## config.mk

```make
export PLATFORM = sky130hd
export DESIGN_NAME = pc_ras_unit
export DESIGN_NICKNAME = d
export VERILOG_FILES = /design/src/rtl/pc_ras_unit.sv
export SDC_FILE = /design/constraint.sdc
export NUM_CORES = 1
export LEC_CHECK = 0
export ABC_AREA = 0
export BUFFER_PORTS_ARGS = -buffer_cell sky130_fd_sc_hd__buf_2
export CAP_MARGIN = 30
export CORE_ASPECT_RATIO = 1.5
export CORE_MARGIN = 3
export CORE_UTILIZATION = 60
export DETAILED_ROUTE_END_ITERATION = 10
export PLACE_DENSITY = 0.95
export SETUP_SLACK_MARGIN = 0.5
export SKIP_CTS_REPAIR_TIMING = 1
export SLEW_MARGIN = 20
export SYNTH_ARGS = -nofsm -noshare
export SYNTH_HDL_FRONTEND = slang
export SYNTH_SLANG_ARGS = --single-unit
```

## constraint.sdc

```tcl
create_clock -name CLK -period 5.75 [get_ports CLK]
set_input_delay 0 -clock CLK [delete_from_list [all_inputs] [get_ports CLK]]
set_output_delay 0 -clock CLK [all_outputs]
set_load 0.03 [all_outputs]
```

## src/rtl/pc_ras_unit.sv

```systemverilog
// Fetch-stage program counter with redirect/advance priority and a circular
// return-address stack that predicts JR $31 targets from earlier JAL pushes.
module pc_ras_unit #(
    parameter int                WORD_W    = 32,
    parameter logic [WORD_W-1:0] PC_INIT   = 32'h0000_0000,
    parameter int                PC_STEP   = 4,
    parameter int                RAS_DEPTH = 4
) (
    input  logic                           CLK,
    input  logic                           nRST,
    input  logic                           ihit,
    input  logic                           enable_pc,
    input  logic                           redirect,
    input  logic [WORD_W-1:0]              redirect_pc,
    input  logic                           ras_clear,
    input  logic                           fetch_call,
    input  logic                           fetch_ret,
    input  logic [WORD_W-1:0]              fetch_target,
    output logic [WORD_W-1:0]              imemaddr,
    output logic [WORD_W-1:0]              npc,
    output logic                           pred_ret,
    output logic [$clog2(RAS_DEPTH):0]     ras_count,
    output logic                           ras_ovf
);

    localparam int                PTR_W      = $clog2(RAS_DEPTH);
    localparam int                CNT_W      = PTR_W + 1;
    localparam logic [WORD_W-1:0] STEP       = WORD_W'(PC_STEP);
    localparam logic [WORD_W-1:0] ALIGN_MASK = ~(STEP - WORD_W'(1));
    localparam logic [CNT_W-1:0]  RAS_FULL   = CNT_W'(RAS_DEPTH);

    function automatic logic [WORD_W-1:0] align_addr(input logic [WORD_W-1:0] addr);
        return addr & ALIGN_MASK;
    endfunction

    logic [WORD_W-1:0] pc_reg;
    logic [WORD_W-1:0] pc_next;
    logic [PTR_W-1:0]  top_ptr;
    logic [PTR_W-1:0]  push_ptr;
    logic [CNT_W-1:0]  count_reg;
    logic              ovf_reg;
    logic [WORD_W-1:0] ras_mem [RAS_DEPTH];

    logic adv;
    logic ras_empty;
    logic ras_full;
    logic do_push;
    logic do_pop;

    assign adv       = ihit & enable_pc;
    assign ras_empty = (count_reg == '0);
    assign ras_full  = (count_reg == RAS_FULL);
    assign do_push   = ~redirect & adv & fetch_call;
    assign do_pop    = ~redirect & adv & ~fetch_call & fetch_ret & ~ras_empty;
    assign push_ptr  = top_ptr + PTR_W'(1);

    assign imemaddr  = pc_reg;
    assign npc       = pc_reg + STEP;
    assign pred_ret  = do_pop;
    assign ras_count = count_reg;
    assign ras_ovf   = ovf_reg;

    always_comb begin
        pc_next = pc_reg;
        if (redirect) begin
            pc_next = align_addr(redirect_pc);
        end else if (adv) begin
            if (fetch_call) begin
                pc_next = align_addr(fetch_target);
            end else if (do_pop) begin
                pc_next = align_addr(ras_mem[top_ptr]);
            end else begin
                pc_next = npc;
            end
        end
    end

    always_ff @(posedge CLK or negedge nRST) begin
        if (!nRST) begin
            pc_reg <= PC_INIT;
        end else begin
            pc_reg <= pc_next;
        end
    end

    // ras_clear overrides a same-cycle push/pop: the stack ends empty.
    always_ff @(posedge CLK or negedge nRST) begin
        if (!nRST) begin
            top_ptr   <= '0;
            count_reg <= '0;
            ovf_reg   <= 1'b0;
        end else if (ras_clear) begin
            count_reg <= '0;
            ovf_reg   <= 1'b0;
        end else if (do_push) begin
            top_ptr <= push_ptr;
            if (ras_full) begin
                ovf_reg <= 1'b1;
            end else begin
                count_reg <= count_reg + CNT_W'(1);
            end
        end else if (do_pop) begin
            top_ptr   <= top_ptr - PTR_W'(1);
            count_reg <= count_reg - CNT_W'(1);
        end
    end

    // Entry storage carries no reset; a push when full lands on the oldest slot.
    always_ff @(posedge CLK) begin
        if (do_push) begin
            ras_mem[push_ptr] <= npc;
        end
    end

endmodule

```

## Yosys cells after proc, flatten, opt, wreduce, memory -nomap -nowiden

Memory sizes are Yosys's and may differ from the RTL's.
Index checks and enable logic that the tools add are counted.
W data, S select, Z words.

| word-level totals | value |
|---|---|
| flip-flop bits (word level) | 38 |
| latch bits | 0 |
| bits in writable memories | 128 |
| memory bits (read-only) | 0 |
| input bits | 72 |
| word-level logic and storage cells | 46 |
| memories | 1 |

| cells by class | value |
|---|---|
| add/subtract/negate cells | 5 |
| multiply operators | 0 |
| div/mod/pow operators | 0 |
| order comparisons | 0 |
| eq/ne operators | 2 |
| shifts and indexed selects | 0 |
| mux-type cells | 15 |
| bitwise operators | 10 |
| reduce and logical (&&, ||, !) cells | 9 |

Memory list:

| name | words | bits a word | rd ports | clocked after memory_dff | write ports | line | source |
|---|---|---|---|---|---|---|---|
| ras_mem | 4 | 32 | 1 | 0 | 1 | 42 | `logic [WORD_W-1:0] ras_mem [RAS_DEPTH];` |

Operators with widths:

| kind | number |
|---|---|
| $mux W32 | 4 |
| $add A32 B3 Y32 const B | 1 |
| $mux W3 | 4 |
| $reduce_bool A2 Y1 | 4 |
| $and A1 B1 Y1 | 6 |
| $reduce_and A2 Y1 | 3 |
| $mux W1 | 5 |
| $mux W2 | 2 |
| $not A1 Y1 | 4 |
| $add A3 B1 Y3 const B | 1 |
| $eq A3 B3 Y1 const B | 1 |
| $logic_not A3 Y1 | 1 |
| $ne A3 B3 Y1 const B | 1 |
| $reduce_bool A3 Y1 | 1 |
| $sub A3 B1 Y3 const B | 1 |
| $add A2 B1 Y2 const B | 1 |
| $sub A2 B1 Y2 const B | 1 |

## Longest topological paths before layout

Gate-level depths: netlist of run 1.

| logic depth | value |
|---|---|
| depth in word-level cells | 9 |
| depth in mapped cells | 8 |
| gate-level depth less buffers | 7 |

## Worst setup path after synthesis of run 1

Ideal clock, no wire load.

| path | value |
|---|---|
| path type | register to register |
| from | reg pc_reg[2] (netlist: imemaddr[2]) |
| to | mem ras_mem[0][26] (data pin) |
| setup time | 0.316 ns |
| arrival | 2.361 ns |
| required time | 5.434 ns |
| path slack | 3.074 ns |
| cell stages (with the launch flop) | 6 |
| buffers on the path | 0 |
| period minus slack after synthesis | 2.676 ns |
| cell sequence | dfrtp_1 -> ha_1 -> nand2_1 -> or4_4 -> nor3_1 -> xor2_1 |

| on the way | value |
|---|---|
| word-level cells in the longest chain between the ends | 1 |

RTL lines:

| what | line | source |
|---|---|---|
| start: declaration | 36 | `logic [WORD_W-1:0] pc_reg;` |
| start signal: assignment | 82 | `pc_reg <= pc_next;` |
| $add A32 B3 Y32 | 58 | `assign npc = pc_reg + STEP;` |
| via npc[26] | 20 | `output logic [WORD_W-1:0] npc,` |
| end: declaration | 42 |  |

The timed path passes the listed nets, and every way through them passes these cells.

## Worst setup path in the final report of run 1

| path | value |
|---|---|
| from | reg pc_reg[2] (netlist: imemaddr[2]) |
| to | out npc[26] |

| on the way | value |
|---|---|
| word-level cells in the longest chain between the ends | 1 |

RTL lines:

| what | line |
|---|---|
| $add A32 B3 Y32 | 58 |
| end: declaration | 20 |

No other way between the ends.

==> impl_metrics.ini, run 1 <==
[sta]
skew_ns = 0.009836
max_freq_mhz = 331.1
finalHoldViolations = 2
worst_slew_pin_slew_ns = 0.9622
whs_ns = -0.01494
rsz0062_at_grt = false
slew_violations = 0
finalSetupViolations = 0
finalCritPeriodShare = 0.5253
relSlewSlack = 0.3585
fin_crit_ns = 3.020
setup_tns_ns = 0

[routing]
ant_nets = 0
routedWlPerCell_um = 26.80
vias_per_cell = 7.078
route.detailed.drc = 0
vias = 6193
wl_mm = 23.45
drt_iter0_drc = 939
drtPass1Iterations = 7

[synthesis]
ys_seq_elements = 156
synth.yosys.warnings = 0
synthArstFlopShare = 0.2308
syn_area_per_cell_um2 = 13.60
syn_area_mm2 = 0.007482
ys_seq_area_frac = 0.6020
ys_types = 70
ys.flop_type = edfxtp_1
synth_edf_count = 120
synthCells = 550

[place]
gp_congestion = 0.8798
dp_hpwl_mm = 13.65
port_buffers = 132

[worst_setup_path]
critPathKind = reg2out
cp_data_arrival_time_ns = 3.02
path_max_fanout = 8
worst_ep_required_time_ns = 5.75
endpoint_kind = primary output
start_kind = flop

[pwr]
total_power_mw = 3.202
switching_power_uw = 961.6
leakage_nw = 3.583
combPwrFrac = 0.232
swShare = 0.3003
power_density_mw_per_mm2 = 349.9
seqPwrFrac = 0.431
pwr-share-clk = 0.337
intPower_mw = 2.240
ir_worst_vdd_v = 0.0002845

[flow_run]
max_cap_violations = 0

[cts]
htree_levels = 4
numCtsBuffers = 17
path_clk_slew_ns = 0.06
clock_path_buffers = 2
clkSinkCount = 156
cts-root-buf = clkbuf_16
insertion_delay_ns = 0.43
cts_tree = built

[grt]
antenna_found_initial = 0
grt_pass1_wl_mm = 34.76
grtUsageTotal = 0.3328
grt_pass1_vias = 5973
gr-total-overflow = 0
grt_max_degree = 59

[floorplanning]
rows = 49
die_x_um = 97.18
core_area_mm2 = 0.01208
pin_count = 141
die_h_um = 142.8
die-area_mm2 = 0.01387
start_util = 0.6195

[outcome]
status = finished with violations
violations = negative hold slack

[final_layout]
drive_gt1_frac = 0.3172
fin_util = 0.7576
syn_to_final_growth_pct = 22.29
final_nets = 787
antennaDiodeCount = 0

[worst_hold_path]
hp-class = in2reg
==> metrics by stage <==
step	worst slack, ns	hold slack (ns)	cells	instance area [um^2]
finish	2.730	-0.01494	875	9150
global route	2.604	0.005827	875	9150
CTS	2.799	-0.2689	843	8812
detailed placement	2.791	0.1872	811	8252
global placement	3.038	0.1677	810	8232
floorplan	3.074	-0.2956	553	7493
==> cells by family after synthesis <==
group	count (synthesis)	synth area share
AND/OR/NAND/NOR	161	0.1217
AO/OA/AOI/OAI	114	0.1047
XOR/XNOR	26	0.03344
other	1	0.0005012
multiplexers	34	0.09582
adder cells (fa/ha/maj)	6	0.01104
buffers and inverters	52	0.03077
flip-flops	156	0.6020
==> layout make-up <==
class                   instances  area [um^2]
clock buffers                  19        432.9
clock inverters                13        127.6
repair buffers                171         1064
flip-flops and latches        156         4506
inverters                      18        67.56
multi-input cells             345         2761
fillers                       655         2928
well taps                     153        191.4
==> cells in the mapped netlist, types with 4 or more instances <==
library cell | n | area share
edfxtp_1 | 120 | 0.48
nand2_1 | 37 | 0.019
dfrtp_1 | 36 | 0.12
mux4_2 | 30 | 0.090
a21oi_1 | 29 | 0.019
nor2_1 | 25 | 0.013
o21ai_0 | 23 | 0.015
nor3_1 | 20 | 0.013
clkbuf_1 | 19 | 0.0095
inv_1 | 18 | 0.0090
nand3_1 | 17 | 0.011
and3_1 | 16 | 0.013
a221oi_1 | 13 | 0.015
xnor2_1 | 13 | 0.015
xor2_1 | 10 | 0.012
a31oi_1 | 8 | 0.0067
buf_4 | 7 | 0.0070
a22o_1 | 6 | 0.0070
buf_1 | 6 | 0.0030
or3_1 | 6 | 0.0050
ha_1 | 5 | 0.0084
nand4_1 | 5 | 0.0042
a211oi_1 | 4 | 0.0040
a21bo_2 | 4 | 0.0054
and2_1 | 4 | 0.0033
==> critical path, cell delays in order (launching register included) <==
cell,delay (ns)
dfrtp_1,0.49
ha_1,0.27
nand2_1,0.20
or4_4,0.57
nor3_1,0.30
xor2_1,0.46
buf_2,0.31
==> routing by layer <==
metal / track usage / vias to the layer above / routed length [um]
met5: 0 / - / 0
met4: 0.1827 / 0 / 1709
met3: 0.08407 / 191 / 2845
met2: 0.5531 / 633 / 11630
met1: 0.4010 / 2920 / 7271
li1: - / 2449 / -
==> state kept, by name, summed over array words and instances, names as in the netlist <==
name,cells
imemaddr,30
ras_mem,120
top_ptr,2
ras_count,3
ras_ovf,1
==> power groups by stage <==
stage                     clock, mW  combinational (mW)  sequential, mW
after floorplan                   0               0.479            1.41
after global placement            0               0.616            1.43
after detailed placement          0               0.696            1.40
after CTS                      1.07               0.710            1.38
after global routing           1.12               0.785            1.39
final                          1.08               0.743            1.38
==> worst paths after layout <==
kind / depth (start not counted) / end / startpoint / slack (ns)
worst max-delay path: 6 / npc[26] / imemaddr[2] / 2.73
worst min-delay path: 4 / imemaddr[21] / redirect_pc[21] / -0.01
worst max register to register: 8 / ras_count[2] / ras_count[2] / 2.90
worst min register to register: 2 / ras_ovf / ras_ovf / 0.51
max in group asynchronous: 3 / imemaddr[14] / nRST / 5.16
min in group asynchronous: 2 / imemaddr[11] / nRST / 0.09
==> cells in the final DEF, fill, tap and decap left out, types with 4 or more instances in the layout <==
master / n
nand4_1: 5
nand2_1: 37
or3_1: 6
mux4_2: 30
xor2_1: 10
conb_1: 4
clkinv_2: 5
nand3_1: 17
buf_2: 132
a21oi_1: 29
ha_1: 5
a21bo_2: 4
inv_1: 18
a221oi_1: 13
a31oi_1: 8
a22o_1: 6
buf_4: 6
dfrtp_1: 35
nor2_1: 25
clkinvlp_4: 4
and2_1: 4
o21ai_0: 23
a211oi_1: 4
dlygate4sd3_1: 31
clkbuf_16: 17
and3_1: 14
xnor2_1: 13
nor3_1: 20
edfxtp_1: 120
No activity file was read; power rests on OpenSTA's default activity.
==> run 2: changes to the inputs <==
CORE_UTILIZATION = 50   (was 60)
PLACE_DENSITY = 0.86   (was 0.95)
clock period = 2.5 ns   (was 5.75 ns; I/O delays follow)
==> impl_metrics.ini, run 2 (synthesis gave the netlist of run 1 again) <==
[floorplanning]
die_x_um = 105.9
start_util = 0.5127
die-area_mm2 = 0.01650
pin_count = 141
rows = 54
core_area_mm2 = 0.01459
die_h_um = 155.8

[final_layout]
syn_to_final_growth_pct = 40.42
multi_input_area_mm2 = 0.003252
drive_gt1_frac = 0.4727
final_area_mm2 = 0.01051
nFillCells = 842
layout.cells.non_filler = 1002
final_cell_mix = 120 x edfxtp_1, 119 x buf_2, 71 x buf_4
final_common_cell = edfxtp_1
largest-register = ras_mem
seq_area_mm2 = 0.004539
final_nets = 871
largest_register_ffs = 120
antennaDiodeCount = 0

[worst_setup_path]
cp_data_arrival_time_ns = 2.51
path_max_fanout = 7
endpoint_kind = primary output
ff2ff_path_depth = 8
critPathKind = reg2out
start_kind = flop
worst_ep_required_time_ns = 2.50

[cts]
cts-root-buf = clkbuf_16
clock_path_buffers = 2
numCtsBuffers = 17
clkSinkCount = 156
path_clk_slew_ns = 0.07
insertion_delay_ns = 0.43
cts_tree = built
htree_levels = 4

[place]
port_buffers = 132
gp_congestion = 0.8431
pre_cts_slack_ns = 0.3312
place_inst = 871
dp_hpwl_mm = 14.80
placed_area_mm2 = 0.008692

[grt]
grt_pass1_wl_mm = 33.75
grtUsageTotal = 0.2732
grt_max_degree = 58
antenna_found_initial = 0
grt_pass1_vias = 6012
gr-total-overflow = 0

[routing]
drtPass1Iterations = 7
ant_nets = 0
wl_mm = 27.07
vias = 6747
vias_per_cell = 6.734
routedWlPerCell_um = 27.02
route.detailed.drc = 0
drt_iter0_drc = 888

[pwr]
seqPwrFrac = 0.400
switching_power_mw = 2.419
combPwrFrac = 0.276
total_power_mw = 7.912
pwr-share-clk = 0.324
leakage_nw = 4.154
power_density_mw_per_mm2 = 753.1
swShare = 0.3058
ir_worst_vdd_v = 0.0005621
intPower_mw = 5.493

[worst_hold_path]
holdPathStages = 4
hp-class = in2reg

[sta]
finalHoldViolations = 2
max_freq_mhz = 399.0
finalSetupViolations = 1
fin_crit_ns = 2.506
relSlewSlack = 0.4764
finalCritPeriodShare = 1.003
rsz0062_at_grt = true
skew_ns = 0.01135
slew_violations = 0
whs_ns = -0.03696
fin_ws_ns = -0.006411
worst_slew_pin_slew_ns = 0.7835

[outcome]
status = finished with violations
violations = negative hold slack, negative setup slack

[flow_run]
max_cap_violations = 0
==> run 2: cell types whose count changed in the layout (fill, tap and decap cells not counted), moves of 9 or more <==
cell     delta
buf_2      -13
dfrtp_1    -27
buf_4      +65
xnor2_1     -9
dfrtp_2    +27
buf_6      +23
==> run 2: critical path, stage by stage (launching register included) <==
cell and delay [ns]:
dfrtp_2 0.53, nand3_4 0.16, or4_4 0.62, nor3_4 0.25
xor2_4 0.27, clkbuf_4 0.25
==> run 2: power groups by stage <==
stage	clock network, mW	logic, mW	registers, mW
after floorplan	0	1.15	3.26
after global placement	0	1.66	3.20
after detailed placement	0	1.71	3.21
after CTS	2.52	1.73	3.16
after global routing	2.66	2.27	3.17
final	2.57	2.18	3.17
==> run 2: layer usage <==
metal / routed length, um / track usage / vias up
met3: 2886 / 0.05549 / 200
met4: 2078 / 0.1728 / 0
met2: 13230 / 0.4565 / 691
met5: 0 / 0 / -
li1: - / - / 2625
met1: 8883 / 0.3239 / 3231
==> run 2: layout make-up <==
class | instances | area share
Clock buffer | 24 | 0.04490
Clock inverter | 8 | 0.009051
Inverter | 18 | 0.007145
Multi-Input combinational cell | 347 | 0.3095
Sequential cell | 156 | 0.4321
Tap cell | 196 | 0.02334
Timing Repair Buffer | 253 | 0.1740
==> run 2: final timing paths <==
| path | endpoint | slack (ns) | start |
|---|---|---|---|
| max | npc[23] | -0.006 | imemaddr[4] |
| min | imemaddr[21] | -0.04 | redirect_pc[21] |
| max reg2reg | imemaddr[30] | 0.11 | imemaddr[3] |
| min reg2reg | ras_ovf | 0.50 | ras_ovf |
| max in group asynchronous | imemaddr[24] | 1.97 | nRST |
| min in group asynchronous | imemaddr[7] | 0.02 | nRST |
==> run 2: stage by stage <==
| stage | TNS, ns | hold WS (ns) | utilization |
|---|---|---|---|
| floorplan | 0 | -0.2956 | - |
| global placement | 0 | 0.1777 | 0.5956 |
| detailed placement | 0 | 0.2002 | 0.5956 |
| CTS | -0.4728 | -0.2479 | 0.6344 |
| global route | -0.07975 | -0.0002980 | 0.7199 |
| finish | -0.006411 | -0.03696 | 0.7199 |
